`src/rtl/dense_pkg.sv`:
```
// Shared definitions for the dense output layer: FSM encoding, the data RAM
// memory map and the 24-bit saturation limits.
package dense_pkg;

    localparam int MAP_ADDR_W = 14;
    localparam int MAP_DATA_W = 24;

    // Memory map of the 24-bit data RAM.
    localparam logic [MAP_ADDR_W-1:0] X_BASE = 14'h0000;
    localparam logic [MAP_ADDR_W-1:0] W_BASE = 14'h1000;
    localparam logic [MAP_ADDR_W-1:0] B_BASE = 14'h2EA0;
    localparam logic [MAP_ADDR_W-1:0] Y_BASE = 14'h3000;

    // Score clamp limits (two's complement).
    localparam logic [MAP_DATA_W-1:0] SAT_MAX = 24'h7FFFFF;
    localparam logic [MAP_DATA_W-1:0] SAT_MIN = 24'h800000;

    typedef enum logic [2:0] {
        IDLE,
        FETCH_X,
        FETCH_W,
        BIAS_RD,
        BIAS_ADD,
        WRITE_Y,
        DONE
    } dense_state_t;

endpackage

```
`src/rtl/dense_mac.sv`:
```
// Signed multiply-accumulate: acc += a*b when enabled, cleared by clr.
// The 48-bit product is sign-extended to the accumulator width.
module dense_mac #(
    parameter int DATA_WIDTH = 24,
    parameter int ACC_WIDTH  = 58
) (
    input  logic                  clk,
    input  logic                  rst_n,
    input  logic                  i_clr,
    input  logic                  i_en,
    input  logic [DATA_WIDTH-1:0] i_a,
    input  logic [DATA_WIDTH-1:0] i_b,
    output logic [ACC_WIDTH-1:0]  o_acc
);

    localparam int PROD_W = 2 * DATA_WIDTH;

    logic signed [PROD_W-1:0] w_prod;
    logic [ACC_WIDTH-1:0]     w_prod_ext;
    logic [ACC_WIDTH-1:0]     r_acc;

    assign w_prod     = $signed(i_a) * $signed(i_b);
    assign w_prod_ext = {{(ACC_WIDTH-PROD_W){w_prod[PROD_W-1]}}, w_prod};

    // Accumulator: clear has priority over accumulate.
    always_ff @(posedge clk or negedge rst_n) begin
        if (!rst_n) begin
            r_acc <= '0;
        end else if (i_clr) begin
            r_acc <= '0;
        end else if (i_en) begin
            r_acc <= r_acc + w_prod_ext;
        end
    end

    assign o_acc = r_acc;

endmodule

```
`src/rtl/dense_layer_ctrl.sv`:
```
// Fully-connected output layer sequencer. Sole master of the data RAM during
// inference: streams X and W row by row through a MAC, adds the bias after an
// arithmetic shift, saturates to 24 bits, writes Y and tracks the argmax.
module dense_layer_ctrl
    import dense_pkg::*;
#(
    parameter int N_IN          = 784,
    parameter int N_OUT         = 10,
    parameter int ADDRESS_WIDTH = 14,
    parameter int DATA_WIDTH    = 24,
    parameter int ACC_WIDTH     = 58,
    parameter int SHIFT         = 8
) (
    input  logic                     clk,
    input  logic                     rst_n,
    input  logic                     start,
    output logic                     busy,
    output logic                     done,
    output logic [3:0]               pred,
    output logic                     ram_en,
    output logic [3:0]               ram_we,
    output logic [ADDRESS_WIDTH-1:0] ram_addr,
    output logic [DATA_WIDTH-1:0]    ram_wdata,
    input  logic [DATA_WIDTH-1:0]    ram_rdata
);

    localparam int               K_W    = $clog2(N_IN);
    localparam logic [K_W-1:0]   K_LAST = K_W'(N_IN - 1);
    localparam logic [3:0]       N_LAST = 4'(N_OUT - 1);

    dense_state_t r_state, w_next;

    logic [3:0]               r_n;
    logic [K_W-1:0]           r_k;
    logic [ADDRESS_WIDTH-1:0] r_w_ptr;
    logic [DATA_WIDTH-1:0]    r_x;
    logic [DATA_WIDTH-1:0]    r_res;
    logic [DATA_WIDTH-1:0]    r_best_val;
    logic [3:0]               r_best_idx;
    logic [3:0]               r_pred;
    logic                     r_start_q;

    logic                        w_start_acc;
    logic                        w_mac_clr;
    logic                        w_mac_en;
    logic [ACC_WIDTH-1:0]        w_acc;
    logic signed [ACC_WIDTH-1:0] w_acc_s;
    logic signed [ACC_WIDTH-1:0] w_shifted;
    logic [ACC_WIDTH:0]          w_sum;
    logic [ACC_WIDTH-DATA_WIDTH+1:0] w_hi;
    logic                        w_ovf;
    logic [DATA_WIDTH-1:0]       w_res;
    logic                        w_better;

    // A run starts only on a fresh rising edge of start seen in IDLE, so a
    // start held high (or raised during DONE) cannot launch a second run.
    assign w_start_acc = (r_state == IDLE) && start && !r_start_q;

    dense_mac #(
        .DATA_WIDTH (DATA_WIDTH),
        .ACC_WIDTH  (ACC_WIDTH)
    ) u_mac (
        .clk   (clk),
        .rst_n (rst_n),
        .i_clr (w_mac_clr),
        .i_en  (w_mac_en),
        .i_a   (r_x),
        .i_b   (ram_rdata),
        .o_acc (w_acc)
    );

    // Floor shift, bias add one bit wider than the accumulator, then clamp:
    // the sum fits in 24 bits only if bits [ACC:DATA-1] are all equal.
    assign w_acc_s   = $signed(w_acc);
    assign w_shifted = w_acc_s >>> SHIFT;
    assign w_sum     = {w_shifted[ACC_WIDTH-1], w_shifted}
                     + {{(ACC_WIDTH+1-DATA_WIDTH){ram_rdata[DATA_WIDTH-1]}}, ram_rdata};
    assign w_hi      = w_sum[ACC_WIDTH:DATA_WIDTH-1];
    assign w_ovf     = !(&w_hi) && (|w_hi);
    assign w_res     = !w_ovf          ? w_sum[DATA_WIDTH-1:0] :
                       w_sum[ACC_WIDTH] ? DATA_WIDTH'(SAT_MIN) : DATA_WIDTH'(SAT_MAX);

    // Strict compare so ties keep the lower class index.
    assign w_better  = $signed(r_res) > $signed(r_best_val);

    // State register.
    always_ff @(posedge clk or negedge rst_n) begin
        if (!rst_n) begin
            r_state <= IDLE;
        end else begin
            r_state <= w_next;
        end
    end

    // Next-state logic: one state per cycle, 2*N_IN+3 cycles per neuron.
    always_comb begin
        w_next = r_state;
        case (r_state)
            IDLE:     if (w_start_acc) w_next = FETCH_X;
            FETCH_X:  w_next = FETCH_W;
            FETCH_W:  w_next = (r_k == K_LAST) ? BIAS_RD : FETCH_X;
            BIAS_RD:  w_next = BIAS_ADD;
            BIAS_ADD: w_next = WRITE_Y;
            WRITE_Y:  w_next = (r_n == N_LAST) ? DONE : FETCH_X;
            DONE:     w_next = IDLE;
            default:  w_next = IDLE;
        endcase
    end

    // Outputs decoded from the state so reset drops the RAM strobes at once.
    always_comb begin
        ram_en    = 1'b0;
        ram_we    = 4'h0;
        ram_addr  = '0;
        ram_wdata = '0;
        w_mac_clr = 1'b0;
        w_mac_en  = 1'b0;
        case (r_state)
            IDLE: begin
                w_mac_clr = 1'b1;
            end
            FETCH_X: begin
                ram_en   = 1'b1;
                ram_addr = ADDRESS_WIDTH'(X_BASE) + ADDRESS_WIDTH'(r_k);
                // rdata now holds W[n][k-1] from the previous FETCH_W.
                w_mac_en = (r_k != '0);
            end
            FETCH_W: begin
                ram_en   = 1'b1;
                ram_addr = r_w_ptr;
            end
            BIAS_RD: begin
                ram_en   = 1'b1;
                ram_addr = ADDRESS_WIDTH'(B_BASE) + ADDRESS_WIDTH'(r_n);
                w_mac_en = 1'b1;
            end
            WRITE_Y: begin
                ram_en    = 1'b1;
                ram_we    = 4'hF;
                ram_addr  = ADDRESS_WIDTH'(Y_BASE) + ADDRESS_WIDTH'(r_n);
                ram_wdata = r_res;
                w_mac_clr = 1'b1;
            end
            default: ;
        endcase
    end

    assign busy = (r_state != IDLE) && (r_state != DONE);
    assign done = (r_state == DONE);
    assign pred = r_pred;

    // Counters, operand capture, result and argmax tracking.
    always_ff @(posedge clk or negedge rst_n) begin
        if (!rst_n) begin
            r_n        <= '0;
            r_k        <= '0;
            r_w_ptr    <= ADDRESS_WIDTH'(W_BASE);
            r_x        <= '0;
            r_res      <= '0;
            r_best_val <= DATA_WIDTH'(SAT_MIN);
            r_best_idx <= '0;
            r_pred     <= '0;
            r_start_q  <= 1'b0;
        end else begin
            r_start_q <= start;
            case (r_state)
                IDLE: begin
                    if (w_start_acc) begin
                        r_n        <= '0;
                        r_k        <= '0;
                        r_w_ptr    <= ADDRESS_WIDTH'(W_BASE);
                        r_best_val <= DATA_WIDTH'(SAT_MIN);
                        r_best_idx <= '0;
                    end
                end
                FETCH_W: begin
                    // Rows are contiguous, so the pointer simply runs on.
                    r_x     <= ram_rdata;
                    r_w_ptr <= r_w_ptr + ADDRESS_WIDTH'(1);
                    if (r_k != K_LAST) begin
                        r_k <= r_k + K_W'(1);
                    end
                end
                BIAS_ADD: begin
                    r_res <= w_res;
                end
                WRITE_Y: begin
                    if (w_better) begin
                        r_best_val <= r_res;
                        r_best_idx <= r_n;
                    end
                    if (r_n == N_LAST) begin
                        // Publish the final argmax as done rises.
                        r_pred <= w_better ? r_n : r_best_idx;
                    end else begin
                        r_n <= r_n + 4'd1;
                        r_k <= '0;
                    end
                end
                default: ;
            endcase
        end
    end

endmodule

```
`config.mk`:
```
export PLATFORM = sky130hd
export DESIGN_NAME = dense_layer_ctrl
export DESIGN_NICKNAME = d
export VERILOG_FILES = /design/src/rtl/dense_pkg.sv /design/src/rtl/dense_mac.sv /design/src/rtl/dense_layer_ctrl.sv
export SDC_FILE = /design/constraint.sdc
export NUM_CORES = 2
export LEC_CHECK = 0
export CORE_ASPECT_RATIO = 1.2
export CORE_MARGIN = 2
export CORE_UTILIZATION = 50
export CTS_CLUSTER_DIAMETER = 100
export DETAILED_ROUTE_END_ITERATION = 10
export GPL_TIMING_DRIVEN = 0
export HOLD_SLACK_MARGIN = 0.06
export PLACE_DENSITY = 0.69
export SLEW_MARGIN = 20
export SYNTH_ARGS = -nofsm -noshare
export SYNTH_HDL_FRONTEND = slang
export SYNTH_HIERARCHICAL = 1
export SYNTH_SLANG_ARGS = --single-unit
```
`constraint.sdc`:
```
create_clock -name clk -period 9.39 [get_ports clk]
set_input_delay 0.939 -clock clk [delete_from_list [all_inputs] [get_ports clk]]
set_output_delay 0.939 -clock clk [all_outputs]
set_load 0.01 [all_outputs]
```
# After elaboration in Yosys (flattened, before gate mapping)
# Cells that the tools add are included.
classes:
  n_addsub: 7
  mul: 1
  muxes: 28
  n_reduce_logical: 23
  order_cmp: 1
  n_eq_ne: 14
ops:
  columns: ["cell", "count"]
  rows:
  - ["two-way mux 24 bit", 5]
  - ["two-way mux 58 bit", 2]
  - ["adder 58 bit", 1]
  - ["one-hot mux 14 bit (4 select lines)", 1]
  - ["adder 50 x 24 -> 51 bit", 1]
  - ["multiplier 24 x 24 -> 48 bit", 1]
  - ["one-hot mux 24 bit (2 select lines)", 1]
  - ["AND reduction 36 bit", 1]
  - ["OR reduction 36 bit", 1]
  - ["two-way mux 10 bit", 3]
  - ["one-hot mux 10 bit (3 select lines)", 1]
  - ["one-hot mux 14 bit (2 select lines)", 1]
  - ["> comparator 24 bit", 1]
  - ["one-hot mux 3 bit (6 select lines)", 1]
  - ["two-way mux 4 bit", 4]
  - ["one-hot mux 4 bit (2 select lines)", 2]
  - ["adder 13 x 5 -> 14 bit, first input constant", 1]
  - ["adder 14 x 1 -> 14 bit, second input constant", 1]
  - ["adder 14 x 4 -> 14 bit, first input constant", 1]
  - ["two-way mux 14 bit", 1]
  - ["adder 10 x 1 -> 10 bit, second input constant", 1]
  - ["equality test 10 bit, second input constant", 1]
  - ["!= test 10 bit, second input constant", 1]
  - ["nonzero test 10 bit", 1]
  - ["21 further kinds", 39]
word_totals:
  inputBits: 27
  wordCells: 85
  output_inout_bits: 49
  reg_bits: 170

# Longest topological paths before layout
logic_depth:
  word_depth: 5
  depth_mapped: 41
  depth_no_buf: 38

# Modules after synthesis
# Netlist, hierarchy kept.
by_module_without_submodules:
  columns: ["module", "seq_area_each_um2", "area_per_inst_um2", "cells_each", "instances"]
  rows:
  - ["dense_mac", 1451.4, 26466.6, 2929, 1]
  - ["dense_layer_ctrl", 2805.2, 9480.3, 1168, 1]

# Worst setup path after synthesis
# Ideal clock, no wire load.
synth_path:
  path_kind: "input to register"
  startpoint: "input ram_rdata[1]"
  endpoint: "register u_mac.r_acc[54], in the netlist u_mac/o_acc[54]"
  setup_slack_ns: 0.081
  required_time_ns: 9.266
  stages: 30
  setup_time_ns: 0.124
  n_path_buf: 3
  arrival_time_ns: 9.185
  path_cell_list: "clkbuf_1 and2_1 fa_1 fa_1 inv_1 fa_1 inv_1 fa_1 fa_1 fa_1 fa_1 ha_1 clkbuf_1 and3_1 nand2_1 nor3_1 o211ai_2 o21ai_2 o21ai_0 a211oi_4 ha_1 clkbuf_1 a21o_1 a21o_1 a21o_1 a21oi_1 nor2_1 a311oi_1 nor4b_1 a211o_1"
synth_between:
  elab_chain_len: 4
synth_rtl:
  columns: ["element", "line", "text"]
  rows:
  - ["start: declaration", "dense_layer_ctrl.sv:24", "input logic [DATA_WIDTH-1:0] ram_rdata"]
  - ["multiplier 24 x 24 -> 48 bit", "dense_mac.sv:22", "assign w_prod = $signed(i_a) * $signed(i_b);"]
  - ["adder 58 bit", "dense_mac.sv:32", "r_acc <= r_acc + w_prod_ext;"]
  - ["two-way mux 58 bit", "dense_mac.sv:31", "end else if (i_en) begin"]
  - ["two-way mux 58 bit", "dense_mac.sv:29", "end else if (i_clr) begin"]
  - ["end signal: assignment", "dense_mac.sv:32", null]
  - ["end: declaration", "dense_mac.sv:20", "logic [ACC_WIDTH-1:0] r_acc;"]
# Every way passes these cells. The select of a mux whose other input is x is not followed.
# A chain may end at the register's enable or synchronous reset.

# Worst setup path in the final report
layout_path:
  startpoint: "input ram_rdata[1]"
  endpoint: "register u_mac.r_acc[55], in the netlist u_mac/o_acc[55]"
# The elaborated chain is that of the path after synthesis.

==> flow_metrics.py <==
metrics = {
    "sta": {
        "fmax_mhz": 107,
        "skew_ns": 0.0181,
        "fin_crit_ns": 9.33,
        "hold_violations": 0,
        "setup_viol": 0,
        "relSlewSlack_pct": 36.1,
        "setup_tns_ns": 0,
        "maxSlewViolCount": 0,
        "fin_crit_sh_pct": 99.4,
        "tightest_slew_ns": 0.956,
    },
    "route": {
        "drtPass1Iterations": 6,
        "drc": 0,
        "num_vias": 29525,
        "wire_per_inst_um": 21.7,
        "routed_wl_um": 112000,
        "drt_iter0_markers": 1965,
        "drtAntennaViolNets": 0,
        "post_drt_via_cell_ratio": 5.71,
    },
    "placement": {
        "dp_hpwl_um": 91800,
        "port_buffers": 75,
        "routabilityCongestion": 0.972,
    },
    "floorplan": {
        "fp.dieH_um": 298,
        "io_pins": 76,
        "core-area_um2": 71100,
        "num_rows": 107,
        "dieWidth_um": 249,
        "dieArea_um2": 74100,
        "start_util_pct": 50.6,
    },
    "worst_setup_path": {
        "startpoint_type": "primary input",
        "crit_path_max_fanout": 10,
        "slowest_delay_ns": 0.61,
        "worstPathRequired_ns": 9.77,
        "timing.critical_path.mode_cell": "fa_1",
        "cp-end-kind": "flip-flop",
        "critical_path_arrival_ns": 9.71,
        "path_class": "primary input to flip-flop",
        "cp_slowest_cell": "fa_2",
    },
    "yosys": {
        "synthCells": 4097,
        "synth_top_family_by_area": "adder cells",
        "yosys_warnings": 6,
        "syn_area_um2": 35900,
        "ys_ff_latch": 170,
        "muxShareOfSynthArea_pct": 2.04,
        "synth_area_leaders": "fa_1 (34%), dfrtp_1 (12%), ha_1 (9.5%), inv_1 (7.0%), nand2_1 (5.3%)",
        "synth_most_common_cell": "inv_1",
        "syn_area_per_cell_um2": 8.77,
        "synth-seq-area-share_pct": 11.8,
        "syn_nets": 5007,
        "synthAdderAreaFrac_pct": 43.5,
        "synth-compound-area-share_pct": 12.0,
        "synth_top_area_share_pct": 33.9,
        "synthFlopType": "dfrtp_1",
        "synth_simple_gate_area_share_pct": 17.9,
        "synth-edff-count": 0,
        "synth.largest_area_cell": "fa_1",
        "synthArstFlopShare_pct": 100,
        "synth.distinct_cells": 87,
        "synthXorXnorAreaFrac_pct": 3.58,
        "synth_common_cells": "inv_1 (666), fa_1 (609), nand2_1 (511)",
    },
    "cts": {
        "cts.sinks": 170,
        "cts_root_buf": "clkbuf_16",
        "worstSkewPairLatency_ns": 0.49,
        "h-tree-depth": 4,
        "cts_tree": "done",
        "cts_made_buffers": 17,
        "path_clk_slew_ns": 0.09,
        "postCtsHoldBufs": 0,
        "clockBufferDepth": 2,
    },
    "outcome": {
        "status": "finished, final reports clean",
    },
    "flow_run": {
        "max_cap_viol_count": 0,
    },
    "global_route": {
        "grt_overflow_total": 0,
        "grtUsageMet2_pct": 54.0,
        "grt_max_degree": 89,
        "grt_pass1_vias": 30951,
        "use_met3_pct": 4.74,
        "grt_use_total_pct": 31.0,
        "use_met1_pct": 37.5,
        "antenna_found_initial": 1,
        "grt-busiest-layer": "met2",
        "grt_first_pass_wirelength_um": 176000,
    },
    "final_layout": {
        "utilization_pct": 56.7,
        "fillers": 6449,
        "syn_to_final_growth_pct": 12.1,
        "fin_nets": 5142,
        "diodes": 0,
        "drive_gt1_share_pct": 11.0,
    },
    "min_path": {
        "hold_class": "primary input to asynchronous set/reset pin",
    },
}
## routing by layer
metal  routed length [µm]  up-vias
met2                55500     1101
met3                 7770      304
met4                 6570        0
met1                42500    14711
li1                     -    13409
met5                    0        -
## final timing paths
check | startpoint | end | slack (ns) | cells past startpoint
hold / removal | rst_n | r_w_ptr[9]$_DFFE_PN0P_ | 0.43 | 1
setup reg to reg | r_x[23]$_DFFE_PN0P_ | u_mac/o_acc[55]$_DFFE_PN0P_ | 0.12 | 34
min in group clk | r_best_val[17]$_DFFE_PN0P_ | r_best_val[17]$_DFFE_PN0P_ | 0.49 | 1
hold reg to reg | r_best_val[17]$_DFFE_PN0P_ | r_best_val[17]$_DFFE_PN0P_ | 0.49 | 1
setup / recovery | ram_rdata[1] | u_mac/o_acc[55]$_DFFE_PN0P_ | 0.06 | 34
max in group asynchronous | rst_n | r_x[20]$_DFFE_PN0P_ | 7.98 | 2
## through the flow
| step | instance area, µm² | setup slack, ns | cells | hold slack [ns] |
|---|---|---|---|---|
| 2_1_floorplan | 35900 | 0.0808 | 4097 | 0.458 |
| 3_3_place_gp | 37900 | -3.45 | 5098 | 0.469 |
| 3_5_place_dp | 37900 | -2.56 | 5100 | 0.471 |
| 4_1_cts | 39300 | 0.00226 | 5143 | 0.457 |
| 5_1_grt | 40300 | -0.0747 | 5171 | 0.484 |
| 6_report | 40300 | 0.0583 | 5171 | 0.434 |
## worst max-delay path: cells and delay by family
family | cells | cell delay [ns]
AOI/OAI and AO/OA | 12 | 2.25
buffers and inverters | 7 | 0.93
adders and majority gates | 9 | 4.19
xor gates and xnor gates | 1 | 0.14
and+or+nand+nor | 5 | 1.24
## logic make-up (layout without fill, tap and decap cells)
group           Yosys count  in the layout
flops                   170            170
fa+ha+maj               883            883
compound gates          652            652
xor+xnor                147            147
simple gates           1315           1315
buf+inv                 860           1008
mux                      70             70
## state kept, by name, summed over array words and instances (netlist names)
name         flops
r_res           24
r_x             24
r_n              4
u_mac/o_acc     58
r_best_val      24
r_k             10
r_start_q        1
r_state          3
pred             4
r_best_idx       4
r_w_ptr         14
## repair_timing
action,CTS,global route
buffers inserted,18,34
setup endpoints to repair,36,27
pin swaps,18,74
cloned,1,0
resized for setup,379,252
## cells in the final DEF, fill, tap and decap left out, types with 57 or more instances in the layout
cell     instances
o21ai_0        126
nand4_1         57
xnor2_1         85
nor2_1         197
a21o_1          85
ha_1           247
a21oi_1        149
nand2_1        508
xor2_1          60
inv_1          655
and2_1         287
fa_1           587
dfrtp_1        152
buf_4           80
## area by class of cell
class / count / area [µm²] / share of cell area (%)
Buffer: 179 / 1300 / 3.23
Tap cell: 926 / 1160 / 2.88
Clock buffer: 18 / 439 / 1.09
Inverter: 667 / 2520 / 6.25
Multi-Input combinational cell: 3067 / 29200 / 72.4
Sequential cell: 170 / 4280 / 10.6
Clock inverter: 14 / 193 / 0.478
Timing Repair Buffer: 130 / 1230 / 3.07
Power is left out: the tool's default activity adds up to more than one toggle a clock period on the data nets, which glitch-free logic cannot reach.
